===== config.mk =====
export PLATFORM = sky130hd
export DESIGN_NAME = if_id_queue
export DESIGN_NICKNAME = d
export VERILOG_FILES = /design/src/rtl/if_id_queue.sv
export SDC_FILE = /design/constraint.sdc
export NUM_CORES = 1
export LEC_CHECK = 0
export CORE_UTILIZATION = 40
export CTS_BUF_LIST = sky130_fd_sc_hd__clkbuf_4 sky130_fd_sc_hd__clkbuf_8
export DETAILED_ROUTE_END_ITERATION = 6
export DONT_BUFFER_PORTS = 1
export GPL_TIMING_DRIVEN = 0
export MAX_ROUTING_LAYER = met4
export PLACE_DENSITY = 0.63
export SLEW_MARGIN = 20
export SYNTH_ARGS = -nofsm -noshare
export SYNTH_HDL_FRONTEND = slang
export SYNTH_SLANG_ARGS = --single-unit

===== constraint.sdc =====
create_clock -name clk -period 5 [get_ports clk]
set_input_delay 0.5 -clock clk [delete_from_list [all_inputs] [get_ports clk]]
set_output_delay 0.5 -clock clk [all_outputs]
set_load 0.05 [all_outputs]

===== src/rtl/if_id_queue.sv =====
// Fetch-to-decode instruction queue: DEPTH-entry circular buffer of PC/instruction
// pairs with valid/ready on both sides, wrong-path flush and head predecode.
module if_id_queue #(
   parameter int DEPTH = 2
) (
   input  logic                     clk,
   input  logic                     reset,
   input  logic                     in_valid,
   output logic                     in_ready,
   input  logic [31:0]              in_pc,
   input  logic [31:0]              in_instr,
   input  logic                     flush,
   output logic                     out_valid,
   input  logic                     out_ready,
   output logic [31:0]              out_pc,
   output logic [31:0]              out_instr,
   output logic                     out_is_branch,
   output logic                     out_is_jal,
   output logic                     out_is_jalr,
   output logic [4:0]               out_rd,
   output logic [4:0]               out_rs1,
   output logic [4:0]               out_rs2,
   output logic [$clog2(DEPTH):0]   count
);

   localparam int PW = $clog2(DEPTH);
   localparam int CW = PW + 1;
   localparam logic [CW-1:0] CNT_FULL = CW'(DEPTH);
   localparam logic [31:0]   NOP      = 32'h0000_0013;

   localparam logic [6:0] OP_BRANCH = 7'b1100011;
   localparam logic [6:0] OP_JAL    = 7'b1101111;
   localparam logic [6:0] OP_JALR   = 7'b1100111;

   logic [31:0]   pc_q    [DEPTH];
   logic [31:0]   instr_q [DEPTH];
   logic [PW-1:0] wr_ptr;
   logic [PW-1:0] rd_ptr;
   logic          push;
   logic          pop;
   logic [31:0]   head_instr;

   // Handshake flags come only from registered occupancy, so no input reaches an output.
   assign in_ready  = (count != CNT_FULL);
   assign out_valid = (count != '0);
   assign push      = in_valid && in_ready && !flush;
   assign pop       = out_valid && out_ready && !flush;

   always_ff @(posedge clk or posedge reset) begin
      if (reset) begin
         count  <= '0;
         wr_ptr <= '0;
         rd_ptr <= '0;
         for (int i = 0; i < DEPTH; i++) begin
            pc_q[i]    <= '0;
            instr_q[i] <= '0;
         end
      end else if (flush) begin
         count  <= '0;
         wr_ptr <= '0;
         rd_ptr <= '0;
      end else begin
         if (push) begin
            pc_q[wr_ptr]    <= in_pc;
            instr_q[wr_ptr] <= in_instr;
            wr_ptr          <= wr_ptr + 1'b1;
         end
         if (pop) begin
            rd_ptr <= rd_ptr + 1'b1;
         end
         case ({push, pop})
            2'b10:   count <= count + 1'b1;
            2'b01:   count <= count - 1'b1;
            default: count <= count;
         endcase
      end
   end

   // An empty queue presents a NOP, which also zeroes every predecode field.
   assign head_instr    = out_valid ? instr_q[rd_ptr] : NOP;
   assign out_instr     = head_instr;
   assign out_pc        = out_valid ? pc_q[rd_ptr] : '0;
   assign out_is_branch = (head_instr[6:0] == OP_BRANCH);
   assign out_is_jal    = (head_instr[6:0] == OP_JAL);
   assign out_is_jalr   = (head_instr[6:0] == OP_JALR);
   assign out_rd        = head_instr[11:7];
   assign out_rs1       = head_instr[19:15];
   assign out_rs2       = head_instr[24:20];

endmodule


==> qor.txt <==
outcome = finished, violations left
failing checks = design-rule violations
Max Cap Viol = 0
Syn. warnings = 0
TritonCTS clock tree = done
HPWL Detailed = 8.98 mm
endpoints failing hold = 0
fill cell count = 1314
Tot GR Track Use = 0.180
synth-to-layout area growth = 11.1%
Slew headroom = 0.217
Gate Count Post-Synth = 461
Mean Syn Cell Area = 13.2 µm²
Boundary Pins = 155
RSZ-0062 raised after global routing = no
ranking of synthesized cells by area = dfrtp_1 (54%), mux2_2 (23%), mux2i_1 (11%)
Max Slew Vio Count = 0
R2R depth = 5
GRT overflow = 0
post-synthesis mux area share = 0.343
Tightest Pin Transition = 1.16 ns
Final Cycle Share = 0.798
Util after Layout = 0.461
Yosys top cell area share = 0.542
drt pass-1 iters = 7
crit end category = primary output
CP startpoint kind = flip-flop
via count = 3569
Setup TNS = 0 ns
Final Setup Violations = 0
syn_nets = 530
die height = 125 µm
commonest non-fill, non-tap cell in the layout = dfrtp_1
reg2reg start = count[0]
sequential share of the synthesized area = 0.542
share of cells above drive strength 1 = 0.395
Syn Std Cell Area = 6090 µm²
Leakage = 2.84 nW
Die Footprint = 15700 µm²
xor/xnor share of the synthesized area = 0.00287
CTS clk-pin slew, worst paths = 0.07 ns
Worst-Skew Late Latency = 0.44 ns
vias in the first global route = 3990
root buf cell = clkbuf_8
fin nets = 551
r2r setup slk = 2.47 ns
Max IR drop VDD = 0.226 mV
Min-Delay Startpoint = flush
Rows = 44
first-pass GRT wire length = 20.9 mm
HP Class = in -> reg
post-synthesis simple-gate area fraction = 0.0608
initial detailed-routing violation count = 149
Starting Density = 0.415
worst-path maximum fanout = 10
Final GP Congestion = 0.698
wire per inst = 18.9 µm
DRC = 15
Setup Skew = 0.00784 ns
Worst Path Required = 4.50 ns
max frequency = 251 MHz
most frequent cells in the layout = dfrtp_1 (132), mux2_2 (124), nor2_1 (67)
TritonCTS Buffers = 17
# diodes = 0
Tmin final = 3.99 ns
largest net degree at the start of global routing = 75
Pwr Density = 491 nW/µm²
main combinational cell family by area after synthesis = multiplexers
vias per cell = 5.29
initial antenna violation count = 0
H-tree depth = 4
Synth Area in Compound Gates = 0.00390
Hold Path Sink = count[1]
Reg2Reg Capture Point = instr_q[33]
clock sinks = 132
Adder-Cell Fraction of Synth Area = 0
CTS Buffer Depth = 2
Port-buffer cells = 0
Setup CP Type = reg -> out
Synth cell types = 28
Post-Route WL = 12.7 mm
antenna-violating nets left = 0
die width = 125 µm
Core Area = 14700 µm²
Synth area leader = dfrtp_1
CTS resizes = 0
post-synthesis register bit count = 132
arrival time at the worst endpoint = 3.49 ns
hold path depth = 1
-- cells in the mapped netlist --
master,number
nor3_4,1
nand3b_1,1
nand2b_4,1
dfrtp_1,132
nor2_1,67
inv_1,2
nand4_1,1
nand2_2,1
mux2_1,4
nand4b_1,1
nor3b_1,1
buf_1,1
nor4_1,2
clkbuf_1,8
nand2_1,5
mux2_2,124
a211oi_1,1
o21ai_0,1
mux2i_1,65
nand3_1,1
buf_4,15
nor3_1,2
nand2b_1,1
buf_6,6
buf_2,13
a21oi_1,1
a31oi_1,1
xor2_1,2
-- critical path: stages (launching register included) --
cell,delay (ns)
dfrtp_1,0.65
nor2_1,0.24
clkbuf_1,0.61
nor2_1,0.47
nor4_2,1.07
-- cells by family after synthesis --
group,Yosys count
mux,193
flops,132
simple gates,85
buf+inv,45
compound gates,4
xor+xnor,2
-- state kept, by name, indices dropped and copies added (netlist names) --
| name | flops |
|---|---|
| instr_q | 64 |
| pc_q | 64 |
| count | 2 |
| rd_ptr | 1 |
| wr_ptr | 1 |
-- worst max-delay path by stage --
stage / start / endpoint / slack, ns
after CTS: count[1] / out_is_jalr / 0.93
after global placement: reset / instr_q[20] / -0.29
final: count[1] / out_is_jalr / 1.01
after detailed placement: count[1] / out_is_jalr / 1.43
after floorplan: reset / count[0] / 0.97
after global routing: count[1] / out_is_jalr / 0.78
-- layout make-up --
| cell class | count | area [µm²] | area share |
|---|---|---|---|
| Tap cell | 184 | 230 | 0.0340 |
| Multi-Input combinational cell | 284 | 2530 | 0.374 |
| Clock inverter | 5 | 77.6 | 0.0115 |
| Buffer | 43 | 279 | 0.0412 |
| Timing Repair Buffer | 2 | 37.5 | 0.00554 |
| Sequential cell | 132 | 3300 | 0.488 |
| Inverter | 2 | 15.0 | 0.00222 |
| Clock buffer | 23 | 298 | 0.0440 |
-- through the flow --
step	hold slack [ns]	instances	worst slack (ns)	power [mW]	cell area [µm²]
finish	0.120	675	1.01	3.33	6770
global route	0.0830	675	0.782	3.51	6770
CTS	0.0786	675	0.926	3.37	6760
floorplan	0.457	461	0.974	2.34	6090
global placement	0.467	645	-0.294	2.44	6320
detailed placement	0.403	646	1.43	2.49	6380
-- power breakdown --
part           total, mW  internal [mW]  switching, mW
sequential          1.52           1.37          0.150
combinational      0.945          0.356          0.589
clock              0.867          0.487          0.380
total               3.33           2.21           1.12
-- routing by layer --
metal  track usage  vias up  routed length, µm
li1              -     1620                  -
met1         0.210     1810               5310
met2         0.285      123               6180
met3        0.0620       16               1020
met4        0.0732        0                215
met5             -        -                  0
-- timing repair --
| item | in CTS | in global routing |
|---|---|---|
| setup buffers | 0 | 0 |
| hold endpoints to repair | 58 | 0 |
| hold buffers | 1 | 0 |
Power figures use the tool's default switching activity.
